File: config.mk
export PLATFORM = sky130hd
export DESIGN_NAME = note_display_ctrl
export DESIGN_NICKNAME = d
export VERILOG_FILES = /design/src/rtl/note_disp_pkg.sv /design/src/rtl/note_encoder.sv /design/src/rtl/note_display_ctrl.sv
export SDC_FILE = /design/constraint.sdc
export NUM_CORES = 1
export LEC_CHECK = 0
export BUFFER_PORTS_ARGS = -buffer_cell sky130_fd_sc_hd__buf_4
export CORE_MARGIN = 2
export CORE_UTILIZATION = 40
export CTS_BUF_LIST = sky130_fd_sc_hd__clkbuf_2
export DETAILED_ROUTE_END_ITERATION = 16
export HOLD_SLACK_MARGIN = 0.03
export PLACE_DENSITY_LB_ADDON = 0.15
export SLEW_MARGIN = 20
export SYNTH_ARGS = -nofsm -noshare
export SYNTH_HDL_FRONTEND = slang
export SYNTH_SLANG_ARGS = --single-unit
File: constraint.sdc
create_clock -name clk -period 2.3 [get_ports clk]
set_input_delay 0.575 -clock clk [delete_from_list [all_inputs] [get_ports clk]]
set_output_delay 0.575 -clock clk [all_outputs]
set_load 0.01 [all_outputs]
File: src/rtl/note_disp_pkg.sv
// Shared types and seg7 codes for the note history display.
package note_disp_pkg;

    localparam int unsigned NOTE_W = 4;
    localparam int unsigned SEG_W  = 4;

    localparam logic [NOTE_W-1:0] NOTE_C  = 4'd0;
    localparam logic [NOTE_W-1:0] NOTE_CS = 4'd1;
    localparam logic [NOTE_W-1:0] NOTE_D  = 4'd2;
    localparam logic [NOTE_W-1:0] NOTE_DS = 4'd3;
    localparam logic [NOTE_W-1:0] NOTE_E  = 4'd4;
    localparam logic [NOTE_W-1:0] NOTE_F  = 4'd5;
    localparam logic [NOTE_W-1:0] NOTE_FS = 4'd6;
    localparam logic [NOTE_W-1:0] NOTE_G  = 4'd7;
    localparam logic [NOTE_W-1:0] NOTE_GS = 4'd8;
    localparam logic [NOTE_W-1:0] NOTE_A  = 4'd9;
    localparam logic [NOTE_W-1:0] NOTE_AS = 4'd10;
    localparam logic [NOTE_W-1:0] NOTE_B  = 4'd11;

    localparam logic [SEG_W-1:0] SEG_C     = 4'hC;
    localparam logic [SEG_W-1:0] SEG_D     = 4'hD;
    localparam logic [SEG_W-1:0] SEG_E     = 4'hE;
    localparam logic [SEG_W-1:0] SEG_F     = 4'hF;
    localparam logic [SEG_W-1:0] SEG_G     = 4'h1;
    localparam logic [SEG_W-1:0] SEG_A     = 4'hA;
    localparam logic [SEG_W-1:0] SEG_B     = 4'hB;
    localparam logic [SEG_W-1:0] SEG_SHARP = 4'h0;
    localparam logic [SEG_W-1:0] SEG_OFF   = 4'h8;

    typedef struct packed {
        logic             valid;
        logic             rest;
        logic [SEG_W-1:0] letter;
        logic             sharp;
    } slot_t;

    typedef struct packed {
        logic [SEG_W-1:0] letter;
        logic [SEG_W-1:0] sharp;
        logic             letter_en;
        logic             sharp_en;
    } slot_disp_t;

    typedef enum logic {
        ST_IDLE  = 1'b0,
        ST_DWELL = 1'b1
    } state_e;

    localparam slot_t SLOT_EMPTY = '{valid: 1'b0, rest: 1'b0, letter: SEG_OFF, sharp: 1'b0};

    // Digit pair for one slot; rests and empty slots are blanked with the off code.
    function automatic slot_disp_t slot_disp(input slot_t s);
        slot_disp_t d;
        d.letter    = SEG_OFF;
        d.sharp     = SEG_OFF;
        d.letter_en = 1'b0;
        d.sharp_en  = 1'b0;
        if (s.valid && !s.rest) begin
            d.letter    = s.letter;
            d.sharp     = SEG_SHARP;
            d.letter_en = 1'b1;
            d.sharp_en  = s.sharp;
        end
        return d;
    endfunction

endpackage

File: src/rtl/note_encoder.sv
// Maps a chromatic note index to a display slot (letter code + sharp flag).
module note_encoder
    import note_disp_pkg::*;
(
    input  logic [NOTE_W-1:0] note_idx_i,
    output slot_t             slot_o
);

    always_comb begin
        slot_o = '{valid: 1'b1, rest: 1'b0, letter: SEG_OFF, sharp: 1'b0};
        case (note_idx_i)
            NOTE_C:  slot_o.letter = SEG_C;
            NOTE_CS: begin slot_o.letter = SEG_C; slot_o.sharp = 1'b1; end
            NOTE_D:  slot_o.letter = SEG_D;
            NOTE_DS: begin slot_o.letter = SEG_D; slot_o.sharp = 1'b1; end
            NOTE_E:  slot_o.letter = SEG_E;
            NOTE_F:  slot_o.letter = SEG_F;
            NOTE_FS: begin slot_o.letter = SEG_F; slot_o.sharp = 1'b1; end
            NOTE_G:  slot_o.letter = SEG_G;
            NOTE_GS: begin slot_o.letter = SEG_G; slot_o.sharp = 1'b1; end
            NOTE_A:  slot_o.letter = SEG_A;
            NOTE_AS: begin slot_o.letter = SEG_A; slot_o.sharp = 1'b1; end
            NOTE_B:  slot_o.letter = SEG_B;
            default: slot_o.rest = 1'b1;
        endcase
    end

endmodule

File: src/rtl/note_display_ctrl.sv
// Three-deep note history on six seg7 digits with a minimum dwell per note.
// Optional newest-note blink enabled by defining NOTE_DISP_BLINK_EN.
module note_display_ctrl
    import note_disp_pkg::*;
#(
    parameter int unsigned DWELL_CYCLES = 5000000,
    parameter int unsigned BLINK_HALF   = 12500000
) (
    input  logic              clk,
    input  logic              reset,
    input  logic              note_valid,
    output logic              note_ready,
    input  logic [NOTE_W-1:0] note_idx,
    input  logic              clear,
    output logic [23:0]       hex_codes,
    output logic [5:0]        digit_en
);

    localparam int unsigned DCW = (DWELL_CYCLES > 1) ? $clog2(DWELL_CYCLES) : 1;

    if (DWELL_CYCLES < 1) begin : g_bad_dwell
        $error("DWELL_CYCLES must be at least 1");
    end
    if (BLINK_HALF < 1) begin : g_bad_blink
        $error("BLINK_HALF must be at least 1");
    end

    state_e           state_q;
    logic [DCW-1:0]   dwell_q;
    slot_t [2:0]      slots_q, slots_d;
    slot_t            enc_slot;
    logic             accept;
    logic             slot0_on;
    slot_disp_t       d0, d1, d2;
    logic [23:0]      hex_d, hex_q;
    logic [5:0]       en_d, en_q;

    note_encoder u_enc (
        .note_idx_i (note_idx),
        .slot_o     (enc_slot)
    );

    assign note_ready = (state_q == ST_IDLE) & ~clear;
    assign accept     = note_valid & note_ready;

    // Dwell FSM: clear wins over everything, including an in-progress dwell.
    always_ff @(posedge clk or posedge reset) begin
        if (reset) begin
            state_q <= ST_IDLE;
            dwell_q <= '0;
        end else if (clear) begin
            state_q <= ST_IDLE;
            dwell_q <= '0;
        end else begin
            case (state_q)
                ST_IDLE: begin
                    if (accept) begin
                        state_q <= ST_DWELL;
                        dwell_q <= DCW'(DWELL_CYCLES - 1);
                    end
                end
                ST_DWELL: begin
                    if (dwell_q == '0) begin
                        state_q <= ST_IDLE;
                    end else begin
                        dwell_q <= dwell_q - DCW'(1);
                    end
                end
                default: state_q <= ST_IDLE;
            endcase
        end
    end

    always_comb begin
        slots_d = slots_q;
        if (clear) begin
            slots_d = {SLOT_EMPTY, SLOT_EMPTY, SLOT_EMPTY};
        end else if (accept) begin
            slots_d = {slots_q[1], slots_q[0], enc_slot};
        end
    end

    always_ff @(posedge clk or posedge reset) begin
        if (reset) begin
            slots_q <= {SLOT_EMPTY, SLOT_EMPTY, SLOT_EMPTY};
        end else begin
            slots_q <= slots_d;
        end
    end

`ifdef NOTE_DISP_BLINK_EN
    localparam int unsigned BCW = (BLINK_HALF > 1) ? $clog2(BLINK_HALF) : 1;

    logic [BCW-1:0] blink_q, blink_d;
    logic           phase_q, phase_d;

    // Free-running half-period counter; a new note restarts in the on phase.
    always_comb begin
        blink_d = blink_q + BCW'(1);
        phase_d = phase_q;
        if (accept) begin
            blink_d = '0;
            phase_d = 1'b1;
        end else if (blink_q == BCW'(BLINK_HALF - 1)) begin
            blink_d = '0;
            phase_d = ~phase_q;
        end
    end

    always_ff @(posedge clk or posedge reset) begin
        if (reset) begin
            blink_q <= '0;
            phase_q <= 1'b1;
        end else begin
            blink_q <= blink_d;
            phase_q <= phase_d;
        end
    end

    assign slot0_on = phase_d;
`else
    assign slot0_on = 1'b1;
`endif

    // Outputs are built from next-state slots so they update on the transfer edge.
    always_comb begin
        d0    = slot_disp(slots_d[0]);
        d1    = slot_disp(slots_d[1]);
        d2    = slot_disp(slots_d[2]);
        hex_d = {d2.letter, d2.sharp, d1.letter, d1.sharp, d0.letter, d0.sharp};
        en_d  = {d2.letter_en, d2.sharp_en, d1.letter_en, d1.sharp_en,
                 d0.letter_en & slot0_on, d0.sharp_en & slot0_on};
    end

    always_ff @(posedge clk or posedge reset) begin
        if (reset) begin
            hex_q <= {6{SEG_OFF}};
            en_q  <= '0;
        end else begin
            hex_q <= hex_d;
            en_q  <= en_d;
        end
    end

    assign hex_codes = hex_q;
    assign digit_en  = en_q;

endmodule

## Yosys cells after proc, flatten, opt, wreduce, memory -nomap -nowiden

Cells that the tools add are included.

- Register bits after elaboration: 75
- Input port bits: 8

- Bitwise gates (word level): 4
- Reduce and logical (&&, ||, !) cells: 16
- Equal/unequal tests: 13
- Multiplexer cells: 16
- Add/sub/neg operators: 1

Operator list:

| kind | count |
|---|---|
| 2-to-1 mux 23 bit | 3 |
| case mux 23 bit (2 select lines) | 1 |
| 2-to-1 mux 21 bit | 2 |
| 2-to-1 mux 10 bit | 3 |
| case mux 4 bit (7 select lines) | 1 |
| logical NOT 23 bit | 1 |
| subtractor 23 x 1 -> 23 bit (second input constant) | 1 |
| == test 4 x 3 -> 1 bit (second input constant) | 4 |
| == test 4 bit (second input constant) | 4 |
| OR reduction 12 bit | 1 |
| OR reduction 2 bit | 5 |
| == test 4 x 2 -> 1 bit (second input constant) | 2 |
| != test 3 bit (second input constant) | 2 |
| 2-to-1 mux 1 bit | 5 |
| OR reduction 5 bit | 1 |
| == test 4 x 1 -> 1 bit (second input constant) | 1 |
| logical NOT 4 bit | 1 |
| logical AND 1 bit | 3 |
| logical NOT 1 bit | 3 |
| bitwise AND 1 bit | 2 |
| inverter 1 bit | 2 |
| case mux 1 bit (2 select lines) | 1 |
| AND reduction 2 bit | 1 |

## Depth between registers and ports, before layout

- Depth in word-level cells: 8
- Mapped depth: 9
- Gate-level depth less buffers: 7

## Cells and area by module

Synthesis repeated with hierarchy kept, for this count alone.

- Cells, all modules: 326
- Area, all modules: 3,193.1 um^2

By module, submodules not included:

| module | area an instance (um^2) | times used | cells an instance | sequential area each (um^2) |
|---|---|---|---|---|
| note_display_ctrl | 3,064.2 | 1 | 305 | 1,662.8 |
| note_encoder | 128.9 | 1 | 21 | 0.0 |

## Least setup slack after synthesis

No wires, ideal clock.

- Path kind: reg2reg
- Start: reg dwell_q[1]
- End: reg dwell_q[21]
- Stages on the path, launching flop included: 6
- Period minus slack after synthesis: 2.296 ns
- Data arrival time: 2.213 ns
- Path slack: 0.004 ns
- Buffers on the path: 0
- Cell sequence: dfrtp_1 -> or4_4 -> or3_4 -> or4_1 -> or4_1 -> o21ai_0

- Word-level cells in the longest chain between the ends: 4
- Elaborated cells on any way between the ends: 7
- Classes of those cells: add/sub: 1; eq/ne: 1; mux: 3; reduce/logical: 2

RTL lines:

| element | line | source |
|---|---|---|
| start, declared | note_display_ctrl.sv:29 | `logic [DCW-1:0] dwell_q;` |
| start signal, assigned | note_display_ctrl.sv:59 | `dwell_q <= DCW'(DWELL_CYCLES - 1);` |
| start signal, assigned | note_display_ctrl.sv:66 | `dwell_q <= dwell_q - DCW'(1);` |
| subtractor 23 x 1 -> 23 bit | note_display_ctrl.sv:66 |  |
| 2-to-1 mux 23 bit | note_display_ctrl.sv:63 | `if (dwell_q == '0) begin` |
| case mux 23 bit (2 select lines) | note_display_ctrl.sv:55 | `case (state_q)` |
| 2-to-1 mux 23 bit | note_display_ctrl.sv:51 | `end else if (clear) begin` |

Parallel ways exist; a longest one is shown, timed or not. The select of a mux whose other input is x is not followed.
A chain may end at the register's enable or synchronous reset.

## Worst setup path after layout

Ends and elaborated chain as after synthesis.

==> key figures <==
Outcome
  – Outcome: completed

Power and ir drop
  – Maximum VDD drop: 0.000317 V
  – Switching Power: ~720 uW
  – Pwr Density: 636 nW/um2
  – Sw Ratio: 0.306
  – Clock power share: 0.293
  – Sequential Power Share: 0.533
  – Int Pwr: 1.64 mW
  – Leakage power: roughly 1.7 nW
  – Power share of the combinational group: 0.174

STA
  – Final setup violation count: 0
  – Worst clock skew: roughly 0.035 ns
  – Unrepaired setup endpoints after global routing: true
  – Max Slew Vio Count: 0
  – Fin Hold WS: between 0.1 and 0.15 ns
  – Slew HR: 0.656
  – Fin. Hold Viols: 0
  – Slew @ Worst Pin: about 0.51 ns
  – Minimum clock period: roughly 2.3 ns
  – Final Cycle Share: 0.993
  – Fmax: 438 MHz

Drt
  – Routed vias: roughly 2.5k
  – Antenna-violating nets left: 0
  – First-pass DRT Iterations: 5
  – Post-DR vias/cell: approximately 5.2
  – Drt drc: 0
  – Routed len/inst: approximately 14 um
  – Initial drt markers: 151
  – Final wirelength: roughly 7000 um

Floorplan
  – Core area: around 7600 um2
  – DIE HEIGHT: approximately 92 um
  – Row count: 32
  – IO Pins: 39
  – Die footprint: approximately 8400 um2
  – Initial Utilization: 0.405
  – Die X: ~92 um

Cells and area
  – Register area: roughly 1700 um2
  – Final-stage net count: 391
  – Commonest non-fill, non-tap cell in the layout: buf_4
  – Layout Utilization: 0.489
  – Share of cells above drive strength 1: 0.256
  – Most frequent cells in the layout: 59 x buf_4, 57 x dfrtp_1, 49 x nand2_1
  – Syn-to-layout area delta: 20.7%
  – ANT cells: 0
  – Footprint of the multi-input gates: 1300 um2
  – Fillers: 740

CTS
  – Clock Latency Late Sink: around 0.50 ns
  – CTS root buffer: clkbuf_2
  – CTS Buffer Depth: 2
  – CTS H-tree depth: 3
  – CTS tree: built
  – Clock-pin slew on the worst setup and hold paths: 0.21 ns
  – Clock Sinks: 66
  – Post-CTS Setup Bufs: 0
  – CTS buffer count: 9

Critical path
  – CP delay by family, top: simple AND/OR/NAND/NOR gates
  – Critical path's slowest cell: or4_4
  – Reg2Reg Setup Slack: roughly 0.016 ns
  – Worst path cell trace: or4_4 > or3_4 > or4_4 > or4_1 > o21ai_1
  – Max stage delay on crit path: 0.54 ns
  – Crit path top cell by count: or4_4
  – Worst setup EP type: register
  – Crit path required time: 2.75 ns
  – Reg2Reg Launch Point: dwell_q[1]
  – Critical R2R Capture: dwell_q[21]
  – Crit Path Max Fanout: 2
  – Arrival time worst endpoint: ~2.7 ns
  – R2r worst-path depth: 5
  – Buf+Inv Stages, Crit Path: 0
  – Worst Setup Path Type: register to register
  – Critical path launch point type: register

Global routing
  – Overflow after GRT: 0
  – Grt met2 use: 0.251
  – Overall routing resource usage: 0.177
  – Busiest grt layer: met1
  – Initial antenna violation count: 0
  – Met3 Track Usage GR: 0.0320
  – Largest net degree at the start of global routing: between 60 and 70
  – Vias in the first global route: 2,445
  – Global-route wire length before repair: approximately 12,000 um
  – Met1 Usage GRT: 0.267

Synth
  – Synthesized area: just over 3000 um2
  – Largest cells by area after synthesis: dfrtp_1 46%, dfstp_2 7.7%, nand2_1 6.0%
  – Post-synthesis register bit count: 66
  – Top-area cell type share of the netlist area: 0.463
  – Sequential fraction of the synthesis area: 0.540
  – Asr flop ratio synth: 1.00
  – Synth area leader: dfrtp_1
  – Mean post-synth cell area: between 9 and 10 um2
  – Post-synth EDFFs: 0
  – Yosys cell types: between 40 and 50
  – YS warnings: 0
  – Synth Flop Type: dfrtp_1
  – Syn Inst Count: roughly 330

Worst hold path
  – Worst hold-check path type: primary input to asynchronous set/reset pin

Placed design
  – Port Buf Inserts: 29
  – GP Congestion: 0.881
  – DP HPWL: approximately 4800 um

Flow run
  – Max Cap Viol: 0
timing repair:
action / CTS / global route
setup endpoints to repair: 0 / 10
gates resized for setup: 0 / 6
hold buffers: 0 / 0
registers in the layout (all words and copies together) (netlist names):
register   cells
dwell_q       23
slots_q       21
hex_codes     15
digit_en       6
state_q        1
synth_stat cells (all sizes together), types with 5 or more instances:
cell type,number
nor2,29
a31oi,5
or4,5
or3,5
dfrtp,57
buf,11
nor2b,10
a311oi,6
o31ai,5
o21a,8
o21ai,29
nand2,49
a21oi,11
inv,14
nor3,11
dfstp,9
clkbuf,13
worst min-delay path: stages:
cell and delay [ns]:
buf_4 0.11, inv_2 0.06, buf_12 0.29
layer usage:
layer  part of all wire  up-vias
met1               0.51     1219
met4             0.0079        0
met3              0.048        6
met2               0.44       73
li1                   -     1236
met5                  0        -
worst max path at each step:
stage | startpoint | end | slack (ns) | cells past startpoint
after floorplan | dwell_q[1] | dwell_q[21] | 0.004 | 5
after global placement | dwell_q[1] | dwell_q[21] | 0.03 | 5
after detailed placement | dwell_q[1] | dwell_q[21] | 0.001 | 5
after CTS | dwell_q[1] | dwell_q[21] | 0.02 | 5
after global routing | dwell_q[1] | dwell_q[21] | -0.07 | 5
final | dwell_q[1] | dwell_q[21] | 0.02 | 5
metrics by stage:
| step | setup slack [ns] | total power, mW | cell area, um2 | setup TNS, ns | cells |
|---|---|---|---|---|---|
| final | 0.0162 | 2.37 | 3720 | 0 | 489 |
| after global routing | -0.0687 | 2.50 | 3720 | -0.0687 | 489 |
| after CTS | 0.0166 | 2.38 | 3690 | 0 | 488 |
| after detailed placement | 0.00145 | 1.68 | 3570 | 0 | 472 |
| after global placement | 0.0342 | 1.68 | 3570 | 0 | 472 |
| after floorplan | 0.00396 | 1.53 | 3110 | 0 | 334 |
cell type report:
class	count	area share
tap	102	0.0343
multi-input combinational	230	0.348
sequential	66	0.447
timing repair buffer	60	0.124
clock inverter	7	0.0188
inverter	15	0.0151
clock buffer	9	0.0121
cells by family after synthesis:
kind of cell | Yosys count | synth area share
AO/OA/AOI/OAI | 80 | 0.167
other | 1 | 0.00122
adder cells (fa/ha/maj) | 1 | 0.00406
buffers and inverters | 39 | 0.0609
flip-flops | 66 | 0.540
AND/OR/NAND/NOR | 133 | 0.209
XOR/XNOR | 5 | 0.0142
multiplexers | 1 | 0.00365
power groups by stage:
stage	Clock, mW	Sequential, mW	Combinational (mW)
4_1_cts	0.715	1.26	0.401
3_5_place_dp	0	1.28	0.399
6_report	0.693	1.26	0.412
2_1_floorplan	0	1.28	0.244
3_3_place_gp	0	1.28	0.398
5_1_grt	0.765	1.27	0.460
No activity file was read; power rests on OpenSTA's default activity.
